### src/rtl/rv_fetch_pkg.sv
// Shared types and constants for the instruction fetch stage.
//   fetch_state_t : fetch FSM states (FETCH, HALT, ERROR)
//   NOP_WORD      : bubble word (addi x0,x0,0) placed in IF/ID when invalid
//   SELF_LOOP_WORD: beq x0,x0,0, the end-of-program marker
//   if_id_t       : IF/ID pipeline register contents {pc, instruction, valid}
package rv_fetch_pkg;

  typedef enum logic [1:0] {
    FETCH = 2'd0,
    HALT  = 2'd1,
    ERROR = 2'd2
  } fetch_state_t;

  localparam logic [31:0] NOP_WORD       = 32'h00000013;
  localparam logic [31:0] SELF_LOOP_WORD = 32'h00000063;

  typedef struct packed {
    logic [63:0] pc;
    logic [31:0] instruction;
    logic        valid;
  } if_id_t;

endpackage

### src/rtl/if_id_register.sv
// IF/ID pipeline register.
// Ports:
//   clk       : rising-edge clock
//   reset     : asynchronous active-low reset (loads a bubble)
//   hold      : keep the current contents
//   bubble    : replace the contents with an invalid NOP entry (wins over hold)
//   load      : capture load_data (ignored while hold)
//   load_data : new {pc, instruction, valid} entry
//   q         : registered contents
module if_id_register
  import rv_fetch_pkg::*;
#(
  parameter logic [31:0] BUBBLE_WORD = NOP_WORD
) (
  input  logic   clk,
  input  logic   reset,
  input  logic   hold,
  input  logic   bubble,
  input  logic   load,
  input  if_id_t load_data,
  output if_id_t q
);

  localparam if_id_t BUBBLE_ENTRY = '{pc: 64'd0, instruction: BUBBLE_WORD, valid: 1'b0};

  if_id_t q_reg;

  // Bubble has priority so a stall that coincides with a flush still
  // invalidates the stage; with no control asserted the contents hold.
  always_ff @(posedge clk or negedge reset) begin
    if (!reset) begin
      q_reg <= BUBBLE_ENTRY;
    end else if (bubble) begin
      q_reg <= BUBBLE_ENTRY;
    end else if (load && !hold) begin
      q_reg <= load_data;
    end
  end

  assign q = q_reg;

endmodule

### src/rtl/instruction_fetch_unit.sv
// Instruction fetch stage: owns the PC, drives the instruction memory
// address, captures the returned word into IF/ID, and applies stall, flush
// and branch redirect. Stops on a self-loop (HALT) or on an illegal fetch
// address (ERROR, sticky until reset).
// Ports:
//   clk, reset        : clock and asynchronous active-low reset
//   stall, flush      : hazard controls from ID
//   branch_taken/target: redirect request from EX
//   Inst_Address      : current PC to instruction memory (combinational)
//   Instruction       : word read for Inst_Address in the same cycle
//   if_id_pc/instruction/valid : IF/ID register outputs
//   halted, fetch_error: status flags
//   fetch_count       : saturating count of valid IF/ID deliveries
module instruction_fetch_unit #(
  parameter logic [63:0] RESET_PC   = 64'd0,
  parameter int unsigned IMEM_BYTES = 208,
  parameter logic [31:0] NOP_WORD   = 32'h00000013
) (
  input  logic        clk,
  input  logic        reset,
  input  logic        stall,
  input  logic        flush,
  input  logic        branch_taken,
  input  logic [63:0] branch_target,
  output logic [63:0] Inst_Address,
  input  logic [31:0] Instruction,
  output logic [63:0] if_id_pc,
  output logic [31:0] if_id_instruction,
  output logic        if_id_valid,
  output logic        halted,
  output logic        fetch_error,
  output logic [31:0] fetch_count
);
  import rv_fetch_pkg::*;

  localparam logic [63:0] LAST_PC = 64'(IMEM_BYTES) - 64'd4;

  fetch_state_t state_reg;
  logic [63:0]  pc_reg;
  logic         halted_reg;
  logic         fetch_error_reg;
  logic [31:0]  count_reg;

  logic [63:0]  pc_plus4;
  logic         pc_at_end;
  logic         target_legal;
  logic         ifr_hold;
  logic         ifr_bubble;
  logic         ifr_load;
  if_id_t       ifr_data;
  if_id_t       ifr_q;

  assign pc_plus4     = pc_reg + 64'd4;
  // The PC only ever holds legal addresses, so this check fires before
  // pc+4 could leave the memory and the add never wraps.
  assign pc_at_end    = (pc_plus4 > LAST_PC);
  assign target_legal = (branch_target[1:0] == 2'b00) && (branch_target <= LAST_PC);

  // IF/ID control decode, mirroring the update priority of the FSM below.
  always_comb begin
    ifr_hold   = 1'b0;
    ifr_bubble = 1'b0;
    ifr_load   = 1'b0;
    case (state_reg)
      FETCH: begin
        if (branch_taken) begin
          ifr_bubble = 1'b1;
        end else if (stall) begin
          ifr_hold   = !flush;
          ifr_bubble = flush;
        end else if (flush) begin
          ifr_bubble = 1'b1;
        end else begin
          ifr_load = 1'b1;
        end
      end
      HALT: begin
        if (stall && !flush && !branch_taken) begin
          ifr_hold = 1'b1;
        end else begin
          ifr_bubble = 1'b1;
        end
      end
      default: ifr_bubble = 1'b1;
    endcase
  end

  assign ifr_data = '{pc: pc_reg, instruction: Instruction, valid: 1'b1};

  if_id_register #(
    .BUBBLE_WORD(NOP_WORD)
  ) u_if_id (
    .clk      (clk),
    .reset    (reset),
    .hold     (ifr_hold),
    .bubble   (ifr_bubble),
    .load     (ifr_load),
    .load_data(ifr_data),
    .q        (ifr_q)
  );

  always_ff @(posedge clk or negedge reset) begin
    if (!reset) begin
      state_reg       <= FETCH;
      pc_reg          <= RESET_PC;
      halted_reg      <= 1'b0;
      fetch_error_reg <= 1'b0;
      count_reg       <= 32'd0;
    end else begin
      case (state_reg)
        FETCH: begin
          if (branch_taken) begin
            if (target_legal) begin
              pc_reg <= branch_target;
            end else begin
              state_reg       <= ERROR;
              fetch_error_reg <= 1'b1;
            end
          end else if (stall) begin
            pc_reg <= pc_reg;
          end else if (flush) begin
            if (pc_at_end) begin
              state_reg       <= ERROR;
              fetch_error_reg <= 1'b1;
            end else begin
              pc_reg <= pc_plus4;
            end
          end else begin
            if (count_reg != 32'hFFFF_FFFF) begin
              count_reg <= count_reg + 32'd1;
            end
            // The self-loop word is delivered once, then fetch parks on it;
            // this takes precedence over the end-of-memory check.
            if (Instruction == SELF_LOOP_WORD) begin
              state_reg  <= HALT;
              halted_reg <= 1'b1;
            end else if (pc_at_end) begin
              state_reg       <= ERROR;
              fetch_error_reg <= 1'b1;
            end else begin
              pc_reg <= pc_plus4;
            end
          end
        end
        HALT: begin
          if (branch_taken) begin
            halted_reg <= 1'b0;
            if (target_legal) begin
              pc_reg    <= branch_target;
              state_reg <= FETCH;
            end else begin
              state_reg       <= ERROR;
              fetch_error_reg <= 1'b1;
            end
          end
        end
        ERROR: begin
          fetch_error_reg <= 1'b1;
        end
        default: begin
          state_reg       <= ERROR;
          fetch_error_reg <= 1'b1;
        end
      endcase
    end
  end

  assign Inst_Address      = pc_reg;
  assign if_id_pc          = ifr_q.pc;
  assign if_id_instruction = ifr_q.instruction;
  assign if_id_valid       = ifr_q.valid;
  assign halted            = halted_reg;
  assign fetch_error       = fetch_error_reg;
  assign fetch_count       = count_reg;

endmodule

### config.mk
export PLATFORM = sky130hd
export DESIGN_NAME = instruction_fetch_unit
export DESIGN_NICKNAME = d
export VERILOG_FILES = /design/src/rtl/rv_fetch_pkg.sv /design/src/rtl/if_id_register.sv /design/src/rtl/instruction_fetch_unit.sv
export SDC_FILE = /design/constraint.sdc
export NUM_CORES = 1
export LEC_CHECK = 0
export ABC_AREA = 1
export BUFFER_PORTS_ARGS = -buffer_cell sky130_fd_sc_hd__buf_2
export CAP_MARGIN = 20
export CORE_UTILIZATION = 50
export DETAILED_ROUTE_END_ITERATION = 10
export GPL_TIMING_DRIVEN = 0
export PLACE_DENSITY = 0.77
export SYNTH_ARGS = -nofsm -noshare
export SYNTH_HDL_FRONTEND = slang
export SYNTH_SLANG_ARGS = --single-unit
### constraint.sdc
create_clock -name clk -period 3.45 [get_ports clk]
set_input_delay 0.5175 -clock clk [delete_from_list [all_inputs] [get_ports clk]]
set_output_delay 0.5175 -clock clk [all_outputs]
set_load 0.02 [all_outputs]
==> results by stage, run 1 <==
Place:
- Before CTS, the worst setup slack after placement is -0.109 ns.
- Summing all placed instances gives a cell area of 13700 µm².
- The placer congestion estimate is 0.963.
- The HPWL after detailed placement is 34600 µm.
- Input and output buffers added on the ports amount to 295.

Final layout:
- The combined flip-flop and latch cell area is 4940 µm².
- The library cell used most frequently in the layout, excluding fill and tap cells, is nand2_1.
- The summed area of non-filler cells in the final layout is 14500 µm².
- After the last flow step, the layout net total stands at 2132.
- For this run, the share of the core covered by cells in the final layout is 63.4%.
- The number of antenna diodes in the final layout is 0.
- The multi-input combinational cells in the finished layout cover a total of 5950 µm².
- The area added between synthesis and finish is 23.1%.
- The flip-flop count of the largest register after layout is 97.
- Of the cells placed in the final design, the portion with a size suffix greater than 1 is 19.6%.
- The number of fill cells in the layout is 2162.
- Leaving out fill and tap cells, the most frequent cells in the layout are nand2_1 (511), buf_2 (296), nand3_1 (222).

Global routing:
- The first global-routing pass estimated 68800 µm of wire.
- The number of global-route vias before repair was 12300.
- The total global routing overflow is 0.
- The number of antenna violations at the first check in global routing is 0.
- The all-layer global routing usage is 37.2%.
- Entering global routing, the biggest net connects 121 pins.

Job:
- The max-cap check violation count is 0.

Worst setup path:
- The data arrival time of the critical path is 3.67 ns.
- The worst-case reg-to-reg path depth is 19.
- The critical path starts at Inst_Address[21].
- In this run the worst path has a maximum fanout of 10.
- STA classifies the critical path startpoint as a flip-flop.
- The capture point of the worst reg-to-reg path is Inst_Address[30].
- The worst setup path is captured at a flip-flop.
- The setup slack on the worst flop-to-flop path is 0.16 ns.
- The worst setup path is of the reg2reg kind.
- The data required time of the critical path is 3.84 ns.
- The worst register-to-register path begins at Inst_Address[21].

Logic synthesis:
- The number of flops mapped to enable cells by yosys is 0.
- The synthesized-area fraction occupied by ao, oa, aoi and oai cells is 8.53%.
- The post-synthesis instance total is 1705.
- For this run, the leading register cell type out of synthesis is dfrtp_1.
- The register bit total from synthesis is 197.
- The net count of the mapped netlist is 1809.
- The main combinational cell family by area after synthesis is simple AND/OR/NAND/NOR gates.
- The total of warnings raised by yosys is 0.
- The sequential cell area fraction in the yosys report is 41.8%.
- The post-synthesis async set-or-reset flop share is 100%.
- After synthesis the cells add up to 11800 µm².
- The arithmetic-cell share of the synthesized area counting full adders, half adders and majority gates is 0.318%.
- After Yosys synthesis, and, or, nand and nor cells account for 37.3% of the synthesized area.
- Counting distinct cell types in the post-synthesis netlist gives 38.
- The synthesized-area fraction occupied by xor and xnor cells is 3.49%.
- Multiplexer cells account for 0.0848% of the synthesized area.
- A synthesized cell averages 6.92 µm².

Clock network:
- The cell sitting at the root of the clock tree is a clkbuf_16.
- The H-tree depth is 4.
- The number of buffers inserted for hold repair after clock tree synthesis is 0.
- The number of CTS-inserted buffers is 17.
- For this design, the sink count on the clock tree is 197.
- TritonCTS built the clock tree.
- After clock tree synthesis, the clock-pin slew on the worst setup and hold paths is 0.09 ns.
- The worst-skew pair later-pin latency is 0.45 ns.
- The longest clock path from root to sink contains 2 buffers.

Die:
- After floorplanning, the core was sized to cover 22900 µm².
- The overall die width is 156 µm.
- Row generation in the floorplan step produced 55 rows.
- The die is 156 µm tall.
- The floorplan step defined a die boundary enclosing 24200 µm².
- Once the floorplan was initialized, standard cells occupied 51.5% of the core.
- During I/O placement, the number of pins put on the boundary was 296.

Timing:
- The number of hold violations in the final report was 0.
- The headroom to the max-slew limit is 33.3%.
- The achievable frequency is 304 MHz.
- The count of final max-slew check failures was 0.
- The final-layout worst hold slack is 0.0175 ns.
- The final worst-path cycle share is 95.3%.
- Setup repair after global routing left no endpoint under its margin.
- The slew of the pin with the lowest slew margin is 1.00 ns.
- Setup slack on the critical path of the routed design comes to 0.162 ns.
- The setup total negative slack is 0 ns.
- Setup violations remaining at the end of the flow were counted as 0.
- On the final layout, the worst clock skew is 0.0144 ns.
- The smallest clock period supported by the final layout is computed as 3.29 ns.

Power:
- Combinational logic burns 16.5% of the power.
- Across the VDD grid, the largest voltage drop is 0.236 mV.
- The net switching power of the design is 1.91 mW.
- The static leakage is 7.50 nW.
- The design internal power is 3.71 mW.
- The switching share of power is 34.0%.
- The power density over the cells is 387 nW/µm².
- The share of power burned in the clock network is 37.4%.
- The power share of the sequential group is 46.1%.

Drt:
- The count of nets left with antenna violations after detail routing is 0.
- The final wirelength is 44400 µm.
- The detailed-routing iteration count for the pre-antenna-repair pass is 6.
- The via density per instance is 5.58.
- For this run, design rule violations remaining after detail routing come to 0.
- Dividing the detail-routed wire length by the instance count gives 18.9 µm.
- The violation count after the first detailed-routing iteration is 1260.
- For this block, the via count after detailed routing is 13100.

Run status:
- The run finished with clean final reports.

Worst hold path:
- The class of the most critical hold timing path is in2async.
## repair_timing
| item | 4_1_cts | 5_1_grt |
|---|---|---|
| pin swaps | 0 | 2 |
| gates resized for setup | 9 | 25 |
| hold endpoints to repair | 0 | 0 |
| endpoints found under the setup margin | 60 | 62 |
| setup buffers | 0 | 7 |
## layout make-up
class / count / share of cell area (%)
Multi-Input combinational cell: 1261 / 41.0
Sequential cell: 197 / 34.1
Timing Repair Buffer: 304 / 11.0
Inverter: 173 / 4.47
Clock buffer: 18 / 3.03
Tap cell: 313 / 2.70
Buffer: 74 / 2.47
Clock inverter: 14 / 1.25
## Yosys cell counts, types with 2 or more instances
library cell / n / area (µm²)
a21oi_1: 7 / 35.0
and2_1: 2 / 12.5
buf_1: 8 / 30.0
buf_2: 2 / 10.0
buf_4: 7 / 52.6
buf_6: 6 / 67.6
clkbuf_1: 51 / 191
dfrtp_1: 194 / 4850
dfstp_2: 3 / 78.8
ha_1: 3 / 37.5
inv_1: 170 / 638
inv_2: 3 / 11.3
nand2_1: 512 / 1920
nand2_2: 2 / 12.5
nand2_4: 2 / 22.5
nand3_1: 225 / 1130
nand3b_1: 3 / 22.5
nand4_1: 36 / 225
nor2_1: 187 / 702
nor2_2: 7 / 43.8
nor2_4: 5 / 56.3
nor3_1: 17 / 85.1
nor4_1: 22 / 138
o211ai_1: 2 / 15.0
o21ai_0: 141 / 706
o21ai_1: 7 / 35.0
o31ai_1: 25 / 188
xnor2_1: 12 / 105
xor2_1: 35 / 307
## critical path, stage by stage (launching register included)
cell and delay [ns]:
dfrtp_1 0.51, nand2_1 0.16, nor2_1 0.23, nand2_1 0.17, nor2_2 0.21, nand2_1 0.07, nand2_1 0.06, nand2_1 0.05
inv_1 0.14, nand3_1 0.19, nor2_1 0.20, nand2_1 0.12, nor2_1 0.14, nand3_1 0.13, o21bai_1 0.18, buf_6 0.17
buf_4 0.15, buf_4 0.16, nand3_1 0.09, nand2_1 0.09
## worst max-delay path by stage
stage | endpoint | cells past startpoint | slack [ns]
global route | Inst_Address[22] | 19 | 0.02
detailed placement | Inst_Address[38] | 18 | -0.11
CTS | Inst_Address[38] | 18 | 0.006
floorplan | Inst_Address[58] | 18 | 0.79
finish | Inst_Address[30] | 19 | 0.16
global placement | Inst_Address[20] | 1 | -1.36
## metal layers
layer	wire (µm)	up-vias	global-route usage, %	share of wire (%)
li1	-	6184	-	-
met3	3190	83	5.28	7.2
met2	20700	584	61.4	47
met5	0	-	0	0
met4	1260	0	12.9	2.8
met1	19200	6280	50.2	43
## logic make-up (layout without fill, tap and decap cells)
kind of cell               count (synthesis)  count (layout)
and+or+nand+nor                         1024            1024
buffers and inverters                    247             583
DFF                                      197             197
AOI/OAI and AO/OA                        186             186
xor gates and xnor gates                  47              47
adders and majority gates                  3               3
muxes                                      1               1
## power by group through the flow
stage	registers (mW)	logic [mW]	clock network [mW]
detailed placement	2.62	0.895	0
global route	2.60	1.03	2.19
CTS	2.58	0.901	2.12
floorplan	2.67	0.417	0
finish	2.59	0.928	2.10
global placement	2.62	0.879	0
## stage by stage
step | power [mW] | std cells
floorplan | 3.09 | 1705
global placement | 3.50 | 2313
detailed placement | 3.52 | 2315
CTS | 5.60 | 2347
global route | 5.82 | 2354
finish | 5.61 | 2354
No activity file was read; power rests on OpenSTA's default activity.
==> run 2: changes to the inputs <==
Settings changed: CTS_CLUSTER_SIZE set to 30.
Clock period 3.45 ns to 3.3 ns, I/O delays scaled along.
==> run 2 against run 1 <==
  * The flow now finishes with violations (hold timing)
  * Sequential share of layout area is 0.13 points lower
  * Highest routed layer unchanged
  * Clock skew hardly changed
  * First-iteration DRC count is 2.3% higher
  * Setup slack worse by 0.032 ns
  * Via count is 0.67% higher
  * Largest power group unchanged
  * Design area is 0.59% higher
  * Non-clock buffer count is 3 higher
  * Clock power is 4% higher
  * Cell count is 0.13% higher
  * Utilization is 0.38 points higher
==> results by stage, run 2 (synthesis gave the netlist of run 1 again) <==
Run status:
- The run finished, with violations left.
- The final reports fail on hold timing.

Global routing:
- The number of global-route vias before repair is 12400.
- For this run the aggregate overflow at the end of global routing stands at 0.
- The number of antenna violations at the first check in global routing is 0.
- The all-layer global routing usage is 37.2%.
- The largest net degree at the start of global routing is 121.
- The first global-routing pass estimated 68700 µm of wire.

Place:
- Detailed placement ended at an HPWL of 34600 µm.
- The count of buffers added on input and output ports is 295.
- The congestion estimate from routability-driven global placement came to 0.963.
- The cell total after placement is 2315.

Clock network:
- The number of buffers inserted for hold repair after clock tree synthesis is 0.
- In this run the deepest clock path goes through 2 buffers.
- TritonCTS built the clock tree.
- Clock tree synthesis found a total of 197 sinks.
- After clock tree synthesis, the clock-pin slew on the worst setup and hold paths is 0.09 ns.
- The clock tree synthesis step divided the H-tree into 4 levels.
- In this run the clock root is driven by a clkbuf_16.
- The later pin in the worst-skew pair is clocked with a latency of 0.45 ns.
- The number of CTS-inserted buffers is 17.

Timing:
- The worst pin sits at a relative slew slack of 34.5%.
- For the pin with the worst max-slew slack, the measured transition is 0.982 ns.
- The final-layout worst hold slack is -0.000575 ns.
- The final worst-path cycle share is 96.1%.
- The number of hold violations in the final report is 4.
- The clock period could shrink to 3.17 ns.
- The achievable frequency is 315 MHz.
- The worst-case clock skew is 0.0146 ns.
- The count of final max-slew check failures was 0.
- The setup-violating endpoint count in the final report is 0.

Final layout:
- The net total in the final layout is 2135.
- The count of placed standard cells in the final layout, fillers left out is 2357.
- The top cell types in the final layout, fill and taps aside, are nand2_1 (510), buf_2 (296), nand3_1 (220).
- 0 antenna diodes ended up in the layout.
- The area added between synthesis and finish is 23.8%.
- At the end of the flow the core is filled with cells to 63.7%.
- Cells with a size suffix above 1 make up 20.5% of the layout.
- The flip-flop count of the largest register after layout is 97.
- Leaving out fill and tap cells, the most frequent cell in the layout is nand2_1.

Die:
- The core area is 22900 µm².
- The count of standard-cell rows is 55.
- The die is 156 µm tall.
- The overall die width is 156 µm.
- The initial cell density of the core is 51.5%.
- The overall die area is 24200 µm².
- For this design the top-level I/O count stands at 296.

Worst setup path:
- The capture point of the worst reg-to-reg path is Inst_Address[38].
- The launching element type of the critical path is a flip-flop.
- The nature of the critical path endpoint is a flip-flop.
- In this run the register-to-register setup slack is 0.13 ns.
- The startpoint identified for the worst register-to-register timing path is Inst_Address[3].
- The worst-case reg-to-reg path depth is 18.
- The data arrival time of the critical path is 3.52 ns.
- The setup path with the least slack is of type reg2reg.
- Data on the critical path is required at its endpoint by 3.65 ns.
- In this run the worst path has a maximum fanout of 10.

Drt:
- The via density per instance is 5.61.
- The detailed router finished its first iteration with 1289 violations.
- Dividing the detail-routed wire length by the instance count gives 18.9 µm.
- The count of nets left with antenna violations after detail routing is 0.
- For this block, the routed nets add up to 44600 µm of wire.
- Detailed routing inserted a total of 13200 vias.
- The detailed-routing iteration count for the pre-antenna-repair pass is 6.
- The number of DRC violations after detailed routing is 0.

Job:
- The max-cap check violation count is 0.

Power:
- The static leakage is 7.50 nW.
- The worst-case IR drop observed on VDD is 0.242 mV.
- Dividing total power by cell area gives a power density of 403 nW/µm².

Worst hold path:
- In this run the worst hold path is classified as in2async.
[run 2: area by class of cell]
class                   instances  area [µm²]
inverters                     173         649
multi-input cells            1261        6020
well taps                     313         392
plain buffers                  74         369
repair buffers                307        1600
flip-flops and latches        197        4950
fillers                      2151        8310
clock buffers                  18         439
clock inverters                14         181
[run 2: worst max-delay path by stage]
stage	slack, ns	to	from
finish	0.13	Inst_Address[38]	Inst_Address[3]
floorplan	0.64	Inst_Address[58]	Inst_Address[2]
global placement	-1.48	Inst_Address[20]	reset
CTS	0.04	Inst_Address[38]	Inst_Address[3]
detailed placement	-0.26	Inst_Address[38]	Inst_Address[3]
global route	-0.05	Inst_Address[22]	Inst_Address[12]
[run 2: routing by layer]
| metal | up-vias | track usage (%) | routed length [µm] |
|---|---|---|---|
| met5 | - | 0 | 0 |
| met3 | 89 | 4.92 | 3270 |
| met4 | 0 | 13.2 | 1230 |
| li1 | 6194 | - | - |
| met1 | 6293 | 50.3 | 19200 |
| met2 | 643 | 61.4 | 20800 |
[run 2: worst max-delay path, cell delays in order, from the launching register on]
cell,delay (ns)
dfrtp_2,0.41
ha_2,0.22
nand2_1,0.13
nor2_4,0.20
nand3_2,0.16
nor2_2,0.21
nand2_1,0.17
nand2_1,0.10
nand2_1,0.07
nor2_1,0.15
nand3b_1,0.12
nor2_2,0.23
nand3_4,0.13
o21bai_4,0.18
buf_8,0.18
nand2_8,0.11
buf_6,0.17
nand2_1,0.07
nand2_1,0.05
[run 2: metrics by stage]
stage	hold WS, ns	cell area [µm²]	TNS (ns)	setup WS, ns	power, mW
3_3_place_gp	0.445	13700	-305.60	-1.48	3.66
2_1_floorplan	0.199	11800	0	0.640	3.23
5_1_grt	0.0451	14600	-0.871	-0.0474	6.10
6_report	-0.000575	14600	0	0.130	5.89
4_1_cts	0.0163	14400	0	0.0376	5.85
3_5_place_dp	0.447	13700	-14.56	-0.259	3.68
[run 2: timing repair]
item | 4_1_cts | 5_1_grt
gates cloned | 0 | 1
pin swaps | 0 | 4
setup buffers | 0 | 9
endpoints found under the setup margin | 62 | 65
resized for setup | 19 | 40
[run 2: where the power goes]
part	internal (mW)	total [mW]	switching, mW
combinational	0.319	0.989	0.671
clock	1.06	2.19	1.14
sequential	2.51	2.71	0.196
